==> src/rtl/flopoco_4_4_pkg.sv <==
// Shared definitions for the FloPoCo wE=4/wF=4 float format:
// field layout, exception codes and the converter FSM state type.
package flopoco_4_4_pkg;

    localparam int WE   = 4;
    localparam int WF   = 4;
    localparam int FP_W = 11;
    localparam int BIAS = 7;

    localparam logic [1:0] EXN_ZERO   = 2'b00;
    localparam logic [1:0] EXN_NORMAL = 2'b01;
    localparam logic [1:0] EXN_INF    = 2'b10;
    localparam logic [1:0] EXN_NAN    = 2'b11;

    localparam int EXN_HI   = 10;
    localparam int EXN_LO   = 9;
    localparam int SIGN_POS = 8;
    localparam int EXP_HI   = 7;
    localparam int EXP_LO   = 4;
    localparam int FRAC_HI  = 3;
    localparam int FRAC_LO  = 0;

    typedef enum logic [1:0] {
        ST_IDLE  = 2'd0,
        ST_SHIFT = 2'd1,
        ST_FIN   = 2'd2,
        ST_OUT   = 2'd3
    } state_t;

endpackage

==> src/rtl/flopoco_unpack_4_4.sv <==
// Combinational field split of a FloPoCo 4/4 word: exception, sign,
// mantissa with implicit one, and the signed shift toward the fixed-point grid.
module flopoco_unpack_4_4
    import flopoco_4_4_pkg::*;
#(
    parameter int FRAC_W = 4
) (
    input  logic [FP_W-1:0] x,
    output logic [1:0]      exn,
    output logic            sign,
    output logic [WF:0]     mant,
    output logic [4:0]      shamt,
    output logic            shift_left
);

    logic signed [6:0] shift_s;

    assign exn  = x[EXN_HI:EXN_LO];
    assign sign = x[SIGN_POS];
    assign mant = {1'b1, x[FRAC_HI:FRAC_LO]};

    // Value = mant * 2^(E - BIAS - WF); scaling by 2^FRAC_W gives the shift.
    assign shift_s    = $signed({3'b000, x[EXP_HI:EXP_LO]}) - $signed(7'(BIAS + WF - FRAC_W));
    assign shamt      = shift_s[6] ? 5'(-shift_s) : 5'(shift_s);
    assign shift_left = ~shift_s[6];

endmodule

==> src/rtl/flopoco_fp_to_fix_4_4.sv <==
// FloPoCo 4/4 float to signed fixed-point converter with a bit-serial
// shifter (one position per cycle) and valid/ready handshakes on both sides.
module flopoco_fp_to_fix_4_4
    import flopoco_4_4_pkg::*;
#(
    parameter int OUT_W  = 16,
    parameter int FRAC_W = 4
) (
    input  logic             clk,
    input  logic             reset,
    input  logic             in_valid,
    output logic             in_ready,
    input  logic [FP_W-1:0]  X,
    output logic             out_valid,
    input  logic             out_ready,
    output logic [OUT_W-1:0] R,
    output logic             ovf,
    output logic             nan
);

    state_t           state_r, state_nxt_s;
    logic [OUT_W-1:0] mag_r;
    logic [4:0]       cnt_r;
    logic             left_r, sign_r, sov_r;
    logic [1:0]       exn_r;
    logic [OUT_W-1:0] r_r, fin_r_s;
    logic             ovf_r, nan_r, fin_ovf_s, fin_nan_s;
    logic             out_valid_r, in_ready_r;
    logic             accept_s, min_neg_s;

    logic [1:0]       u_exn_s;
    logic             u_sign_s, u_left_s;
    logic [WF:0]      u_mant_s;
    logic [4:0]       u_shamt_s;

    flopoco_unpack_4_4 #(.FRAC_W(FRAC_W)) u_unpack (
        .x          (X),
        .exn        (u_exn_s),
        .sign       (u_sign_s),
        .mant       (u_mant_s),
        .shamt      (u_shamt_s),
        .shift_left (u_left_s)
    );

    function automatic logic [OUT_W-1:0] sat_value(input logic neg);
        sat_value = neg ? {1'b1, {(OUT_W-1){1'b0}}} : {1'b0, {(OUT_W-1){1'b1}}};
    endfunction

    assign accept_s  = in_valid & in_ready_r & (state_r == ST_IDLE);
    assign min_neg_s = (mag_r == {1'b1, {(OUT_W-1){1'b0}}});

    // Next-state logic of the conversion FSM.
    always_comb begin
        state_nxt_s = state_r;
        case (state_r)
            ST_IDLE: begin
                if (accept_s) begin
                    if ((u_exn_s == EXN_NORMAL) && (u_shamt_s != 5'd0)) begin
                        state_nxt_s = ST_SHIFT;
                    end else begin
                        state_nxt_s = ST_FIN;
                    end
                end else begin
                    state_nxt_s = ST_IDLE;
                end
            end
            ST_SHIFT: begin
                if (cnt_r <= 5'd1) begin
                    state_nxt_s = ST_FIN;
                end else begin
                    state_nxt_s = ST_SHIFT;
                end
            end
            ST_FIN:  state_nxt_s = ST_OUT;
            ST_OUT: begin
                if (out_ready) begin
                    state_nxt_s = ST_IDLE;
                end else begin
                    state_nxt_s = ST_OUT;
                end
            end
            default: state_nxt_s = ST_IDLE;
        endcase
    end

    // Final result selection; the most negative value is the one in-range MSB-set magnitude.
    always_comb begin
        fin_r_s   = {OUT_W{1'b0}};
        fin_ovf_s = 1'b0;
        fin_nan_s = 1'b0;
        case (exn_r)
            EXN_ZERO: fin_r_s = {OUT_W{1'b0}};
            EXN_NAN:  fin_nan_s = 1'b1;
            EXN_INF: begin
                fin_r_s   = sat_value(sign_r);
                fin_ovf_s = 1'b1;
            end
            EXN_NORMAL: begin
                if (sov_r || (mag_r[OUT_W-1] && !(sign_r && min_neg_s))) begin
                    fin_r_s   = sat_value(sign_r);
                    fin_ovf_s = 1'b1;
                end else begin
                    fin_r_s = sign_r ? -mag_r : mag_r;
                end
            end
            default: fin_r_s = {OUT_W{1'b0}};
        endcase
    end

    // State register, serial shifter and registered outputs.
    always_ff @(posedge clk or negedge reset) begin
        if (!reset) begin
            state_r     <= ST_IDLE;
            mag_r       <= {OUT_W{1'b0}};
            cnt_r       <= 5'd0;
            left_r      <= 1'b0;
            sign_r      <= 1'b0;
            sov_r       <= 1'b0;
            exn_r       <= EXN_ZERO;
            r_r         <= {OUT_W{1'b0}};
            ovf_r       <= 1'b0;
            nan_r       <= 1'b0;
            out_valid_r <= 1'b0;
            in_ready_r  <= 1'b1;
        end else begin
            state_r <= state_nxt_s;
            case (state_r)
                ST_IDLE: begin
                    if (accept_s) begin
                        sign_r     <= u_sign_s;
                        exn_r      <= u_exn_s;
                        mag_r      <= (u_exn_s == EXN_NORMAL) ? OUT_W'(u_mant_s) : {OUT_W{1'b0}};
                        cnt_r      <= u_shamt_s;
                        left_r     <= u_left_s;
                        sov_r      <= 1'b0;
                        in_ready_r <= 1'b0;
                    end
                end
                ST_SHIFT: begin
                    if (left_r) begin
                        sov_r <= sov_r | mag_r[OUT_W-1];
                        mag_r <= {mag_r[OUT_W-2:0], 1'b0};
                    end else begin
                        mag_r <= {1'b0, mag_r[OUT_W-1:1]};
                    end
                    cnt_r <= cnt_r - 5'd1;
                end
                ST_FIN: begin
                    r_r         <= fin_r_s;
                    ovf_r       <= fin_ovf_s;
                    nan_r       <= fin_nan_s;
                    out_valid_r <= 1'b1;
                end
                ST_OUT: begin
                    if (out_ready) begin
                        out_valid_r <= 1'b0;
                        in_ready_r  <= 1'b1;
                    end
                end
                default: begin
                    out_valid_r <= 1'b0;
                    in_ready_r  <= 1'b1;
                end
            endcase
        end
    end

    assign in_ready  = in_ready_r;
    assign out_valid = out_valid_r;
    assign R         = r_r;
    assign ovf       = ovf_r;
    assign nan       = nan_r;

endmodule

==> config.mk <==
export PLATFORM = sky130hd
export DESIGN_NAME = flopoco_fp_to_fix_4_4
export DESIGN_NICKNAME = d
export VERILOG_FILES = /design/src/rtl/flopoco_4_4_pkg.sv /design/src/rtl/flopoco_unpack_4_4.sv /design/src/rtl/flopoco_fp_to_fix_4_4.sv
export SDC_FILE = /design/constraint.sdc
export NUM_CORES = 1
export LEC_CHECK = 0
export BUFFER_PORTS_ARGS = -buffer_cell sky130_fd_sc_hd__clkbuf_2
export CORE_ASPECT_RATIO = 0.6
export CORE_MARGIN = 2
export CORE_UTILIZATION = 25
export DETAILED_ROUTE_END_ITERATION = 8
export PLACE_DENSITY = 0.52
export SLEW_MARGIN = 20
export SYNTH_ARGS = -nofsm -noshare
export SYNTH_HDL_FRONTEND = slang
export SYNTH_SLANG_ARGS = --single-unit
==> constraint.sdc <==
create_clock -name clk -period 2.7 [get_ports clk]
set_input_delay 0.135 -clock clk [delete_from_list [all_inputs] [get_ports clk]]
set_output_delay 0.135 -clock clk [all_outputs]
set_load 0.02 [all_outputs]
# [After elaboration in Yosys (flattened, before gate mapping)]
# Index checks and enable logic that the tools add are counted.
[classes] addsub=4 multipliers=0 div=0 magnitude_cmp=1 eq_ne=11 shift=0 n_mux=26 n_bitwise=4 reduce_logical=15
[ops] op="$mux 16" n=5
[ops] op="$pmux 16 s2" n=2
[ops] op="$eq 16x16->1 const B" n=1
[ops] op="$neg 16->16" n=1
[ops] op="$mux 5" n=3
[ops] op="$pmux 5 s2" n=1
[ops] op="$eq 2x2->1 const B" n=4
[ops] op="$mux 2" n=4
[ops] op="$pmux 1 s2" n=4
[ops] op="$pmux 2 s4" n=1
[ops] op="$eq 2x1->1 const B" n=3
[ops] op="$mux 1" n=6
[ops] op="$ne 2x2->1 const B" n=3
[ops] op="$reduce_and 2->1" n=3
[ops] op="$reduce_and 3->1" n=2
[ops] op="$reduce_bool 2->1" n=3
[ops] op="$le 5x1->1 const B" n=1
[ops] op="$neg 5->5" n=1
[ops] op="$reduce_bool 5->1" n=1
[ops] op="$sub 4x3->5 const B" n=1
[ops] op="$sub 5x1->5 const B" n=1
[ops] op="$logic_and 1x1->1" n=3
[ops] op="$and 1x1->1" n=2
[ops] op="$logic_not 2->1" n=1
[ops] op="other kinds (4)" n=4
[word_totals] ff_bits=48 latchBits=0 ram_bits=0 romBits=0 inputBits=15 output_inout_bits=20 wordCells=73 memories=0

# [Depth between registers and ports, before layout]
[logic_depth] word_depth=8 mapped_depth=7 depth_no_buf=7

# [By module]
# Synthesis repeated with hierarchy kept, for this count alone.
[unflattened] cells_unflattened=326 area_unflattened_um2=2906.5
[by_module_without_submodules] mod="flopoco_fp_to_fix_4_4" instances=1 cells_each=299 area_each_um2=2716.4 seq_area_each_um2=1202.4
[by_module_without_submodules] mod="flopoco_unpack_4_4" instances=1 cells_each=27 area_each_um2=190.2 seq_area_each_um2=0.0

# [Worst setup path before layout]
# Ideal clock, no wire load.
[synth_path] kind="reg-to-reg" start="register mag_r[1]" end="register r_r[15], in the netlist R[15]" setup_ps=124 arrival_ps=2212 required_ps=2576 setup_slack_ps=364 stages_incl_launch_ff=8 path_buffers=0 synth_period_minus_slack_ps=2336 cell_sequence="dfrtp_1 inv_1 ha_1 or4b_4 or4_4 o21a_1 and3_4 a211o_1"
[synth_between] elab_chain_len=7 word_cells_on_any_way=9 classes_between="add/sub: 1; eq/ne: 1; mux: 3; reduce/logical: 4"
[synth_rtl] item="start, declared" line="flopoco_fp_to_fix_4_4.sv:22" rtl="logic [OUT_W-1:0] mag_r;"
[synth_rtl] item="start signal, assigned" line="flopoco_fp_to_fix_4_4.sv:114" rtl="mag_r <= {OUT_W{1'b0}};"
[synth_rtl] item="start signal, assigned" line="flopoco_fp_to_fix_4_4.sv:132" rtl="mag_r <= (u_exn_s == EXN_NORMAL) ? OUT_W'(u_mant_s) : {OUT_W{1'b0}};"
[synth_rtl] item="start signal, assigned" line="flopoco_fp_to_fix_4_4.sv:142" rtl="mag_r <= {mag_r[OUT_W-2:0], 1'b0};"
[synth_rtl] item="branches (longest 5 deep; another with $neg 16->16)"
[synth_rtl] item="$mux 16 (*)" line="flopoco_fp_to_fix_4_4.sv:99" rtl="if (sov_r || (mag_r[OUT_W-1] && !(sign_r && min_neg_s))) begin"
[synth_rtl] item="$pmux 16 s2 (*)" line="flopoco_fp_to_fix_4_4.sv:91" rtl="case (exn_r)"
[synth_rtl] item="end signal, assigned" line="flopoco_fp_to_fix_4_4.sv:120" rtl="r_r <= {OUT_W{1'b0}};"
[synth_rtl] item="end signal, assigned" line="flopoco_fp_to_fix_4_4.sv:149" rtl="r_r <= fin_r_s;"
[synth_rtl] item="end, declared" line="flopoco_fp_to_fix_4_4.sv:26" rtl="logic [OUT_W-1:0] r_r, fin_r_s;"
# Every way passes the cells marked *.
# A chain may end at the register's enable or synchronous reset.

# [Worst setup path in the final report]
[layout_path] start="register mag_r[0]" end="register r_r[15], in the netlist R[15]"
# The elaborated chain is that of the path after synthesis.

==> flow_summary.ini <==
[logic_synthesis]
ys_seq_area_share_pct = 41.3
synth_top_family_by_area = compound AO/OA/AOI/OAI gates
post_synth_xor_area_fraction_pct = 3.31
synth_edf_count = 0
ys_dominant_reg_cell = sky130_fd_sc_hd__dfrtp_1
post_synthesis_share_of_cell_area_spent_on_and_or_nand_and_nor_gates_pct = 19.9
synth_fp_nets = 354
postSynthRegisterBits = 48
mapped_cells = 332
ys_async_sr_fraction_pct = 100
synthesis.yosys.warnings = 0
post_synth_fa_ha_maj_area_fraction_pct = 3.01
post_synth_num_cell_types = 54
synth.cell_area_mm2 = 0.00291
top_cells_by_area_in_the_synthesized_netlist = sky130_fd_sc_hd__dfrtp_1 40%, sky130_fd_sc_hd__a21oi_1 5.8%, sky130_fd_sc_hd__mux2i_1 5.2%, sky130_fd_sc_hd__o21ai_0 3.8%, sky130_fd_sc_hd__nand2_1 3.6%
compound_gate_fraction_of_synth_area_pct = 21.9
postSynthAreaPerCell_um2 = 8.77
synth_top_area_cell = sky130_fd_sc_hd__dfrtp_1
yosysTopAreaCellShare_pct = 40.4
synthMuxAreaShare_pct = 5.54

[layout]
antennaDiodeCount = 0
drive_above_1_share_pct = 20.5
fin_area_mm2 = 0.00347
final_net_count = 387
areaGrowthSynthToFinish_pct = 19.2
n_fill_cell = 1231

[global_routing]
grt_start_max_net_pins = 49
grt_first_pass_wirelength_mm = 13.0
first_global_vias = 2327
grt_remaining_overflow = 0
antenna_found_initial = 0
grt_use_total_pct = 13.5

[floorplanning]
num_rows = 30
chipWidth_um = 143
die_area_mm2 = 0.0126
top_level_port_count = 35
fp.coreArea_mm2 = 0.0113
dieHeight_um = 87.6
floorplan.initialDensity_pct = 25.7

[timing]
setup-tns-final_ns = 0
slew-limit-headroom_pct = 58.0
timing.clock.skew_ns = 0.00860
finalWorstPathRequiredPeriod_ns = 2.53
rsz_0062_raised_after_global_routing = false
achievable_clock_frequency_ghz = 0.396
timing.final.max_slew_violations = 0
tightest_pin_transition_ns = 0.627
final.period_utilization_pct = 93.5
final_hold_viol_count = 0
timing.final.setup_violations = 0

[cts]
clock_latency_ns = 0.29
tritoncts_num_sinks = 48
clkTransAtPathRegs_ns = 0.06
numCtsBuffers = 5
h-tree-depth = 2
cts_root_buf = sky130_fd_sc_hd__clkbuf_16
cts_resized = 0
clockBufferDepth = 2
cts_tree = done

[critical_path]
cp-start-kind = flop
critical_path_class = flop to flop
worst_setup_path_end_kind = flop
worst_ep_required_time_ns = 2.88
critical_path_maximum_fanout = 6
critical_path_arrival_ns = 2.70
r2r.worst_path.cells = 7
r2r_setup_slack_ns = 0.17

[placement]
place.port_buffers = 34
detailedPlacementHpwl_mm = 6.13
globalplace.congestion = 0.870
placed_area_mm2 = 0.00331

[detailed_routing]
drtPass1Iterations = 4
drc = 0
vias_per_cell = 4.93
wl_mm = 8.24
vias = 2587
wl_per_cell_um = 15.7
antenna_violating_nets_post_route = 0
drt_iter0_markers = 244

[power]
total_leakage_power_nw = 1.50
p_per_area_mw_per_mm2 = 1170
vdd_ir_drop_max_mv = 0.333
power_w = 0.00406

[min_path]
holdCritPathClass = input pin to flop
whs_path_depth = 3

[flow_run]
drv.max_cap_violation_count = 0

[status]
outcome = completed
==> area by class of cell <==
cell class | instances | area, µm² | share of cell area, %
multi-input combinational | 248 | 1570 | 45.1
tap | 160 | 200 | 5.77
clock buffer | 7 | 153 | 4.40
timing repair buffer | 53 | 315 | 9.08
inverter | 9 | 33.8 | 0.973
sequential | 48 | 1200 | 34.6
==> state kept, by name, summed over array words and instances (netlist names) <==
register / count
cnt_r: 5
out_valid: 1
exn_r: 2
mag_r: 16
R: 16
ovf: 1
sign_r: 1
sov_r: 1
left_r: 1
nan: 1
state_r: 2
in_ready: 1
==> per-layer routing <==
layer | track usage (%) | share of wire [%] | vias to the layer above
met3 | 3.77 | 6.4 | 4
met2 | 16.4 | 36 | 64
met4 | 2.14 | 0.44 | 0
met5 | 0 | 0 | -
li1 | - | - | 1272
met1 | 22.8 | 57 | 1247
==> final timing paths <==
| kind | to | from |
|---|---|---|
| worst max-delay path | R[15]$_DFFE_PN0P_ | mag_r[0]$_DFFE_PN0P_ |
| worst min-delay path | sign_r$_DFFE_PN0P_ | X[8] |
| worst max register to register | R[15]$_DFFE_PN0P_ | mag_r[0]$_DFFE_PN0P_ |
| worst min register to register | cnt_r[4]$_DFFE_PN0P_ | cnt_r[4]$_DFFE_PN0P_ |
| max in group asynchronous | mag_r[6]$_DFFE_PN0P_ | reset |
| min in group asynchronous | R[1]$_DFFE_PN0P_ | reset |
==> metrics by stage <==
stage / util, % / setup slack (ns) / instances / hold WS (ns)
final: 30.6 / 0.174 / 525 / 0.0650
after CTS: 30.6 / 0.185 / 525 / 0.0686
after floorplan: - / 0.364 / 332 / -0.161
after global placement: 29.2 / 0.270 / 517 / 0.287
after detailed placement: 29.2 / 0.205 / 517 / 0.293
after global routing: 30.6 / 0.0490 / 525 / 0.0913
==> worst max-delay path: stages (launching register included) <==
cell and delay, ns:
sky130_fd_sc_hd__dfrtp_1 0.39, sky130_fd_sc_hd__inv_1 0.11, sky130_fd_sc_hd__ha_1 0.27, sky130_fd_sc_hd__or4b_4 0.54, sky130_fd_sc_hd__or4_4 0.47, sky130_fd_sc_hd__o21a_1 0.21
sky130_fd_sc_hd__and3_4 0.17, sky130_fd_sc_hd__a211o_1 0.25
==> synthesized netlist by cell type, drive strengths merged (2+ instances only) <==
master	instances
buf	6
nand2b	4
xnor2	9
or4	3
or3	9
a31oi	11
a211oi	4
clkbuf	21
or2	4
ha	7
o31ai	5
nor3	5
nor3b	2
dfrtp	47
o21a	2
and3	2
nor2b	5
o21ai	32
o311ai	2
mux2i	15
inv	9
nand3	16
o211ai	2
o221ai	2
a21oi	34
nand2	29
xor2	2
nor2	20
o41ai	3
nor4	5
==> placed cells by master, fill, tap and decap left out, types with 3 or more instances in the layout <==
cell / instances
sky130_fd_sc_hd__nor2_1: 20
sky130_fd_sc_hd__o31ai_1: 5
sky130_fd_sc_hd__xnor2_1: 9
sky130_fd_sc_hd__a211oi_1: 4
sky130_fd_sc_hd__inv_1: 9
sky130_fd_sc_hd__ha_1: 7
sky130_fd_sc_hd__nor2b_1: 5
sky130_fd_sc_hd__nand2b_1: 4
sky130_fd_sc_hd__nor4_1: 5
sky130_fd_sc_hd__o21ai_0: 22
sky130_fd_sc_hd__nor3_1: 5
sky130_fd_sc_hd__mux2i_1: 15
sky130_fd_sc_hd__nand2_1: 28
sky130_fd_sc_hd__o41ai_1: 3
sky130_fd_sc_hd__clkbuf_2: 34
sky130_fd_sc_hd__clkbuf_16: 5
sky130_fd_sc_hd__dfrtp_1: 47
sky130_fd_sc_hd__o21ai_1: 9
sky130_fd_sc_hd__nand3_1: 15
sky130_fd_sc_hd__a21oi_1: 34
sky130_fd_sc_hd__buf_4: 18
sky130_fd_sc_hd__or2_2: 4
sky130_fd_sc_hd__or3_1: 8
sky130_fd_sc_hd__a31oi_1: 11
==> cell families (layout without fill, tap and decap cells) <==
kind of cell / after synthesis / in the layout
AND/OR/NAND/NOR: 109 / 109
AO/OA/AOI/OAI: 105 / 105
flip-flops: 48 / 48
buffers and inverters: 36 / 69
multiplexers: 16 / 16
XOR/XNOR: 11 / 11
adder cells (fa/ha/maj): 7 / 7
==> power breakdown <==
| group | internal, W | switching (W) |
|---|---|---|
| clock | 0.000389 | 0.000267 |
| sequential | 0.00101 | 0.000294 |
| combinational | 0.000823 | 0.00128 |
==> repair_timing <==
item,4_1_cts,5_1_grt
endpoints found under the setup margin,0,0
hold buffers,1,0
buffers inserted,0,0
endpoints found under the hold margin,47,0
(Power assumes the default switching activity.)
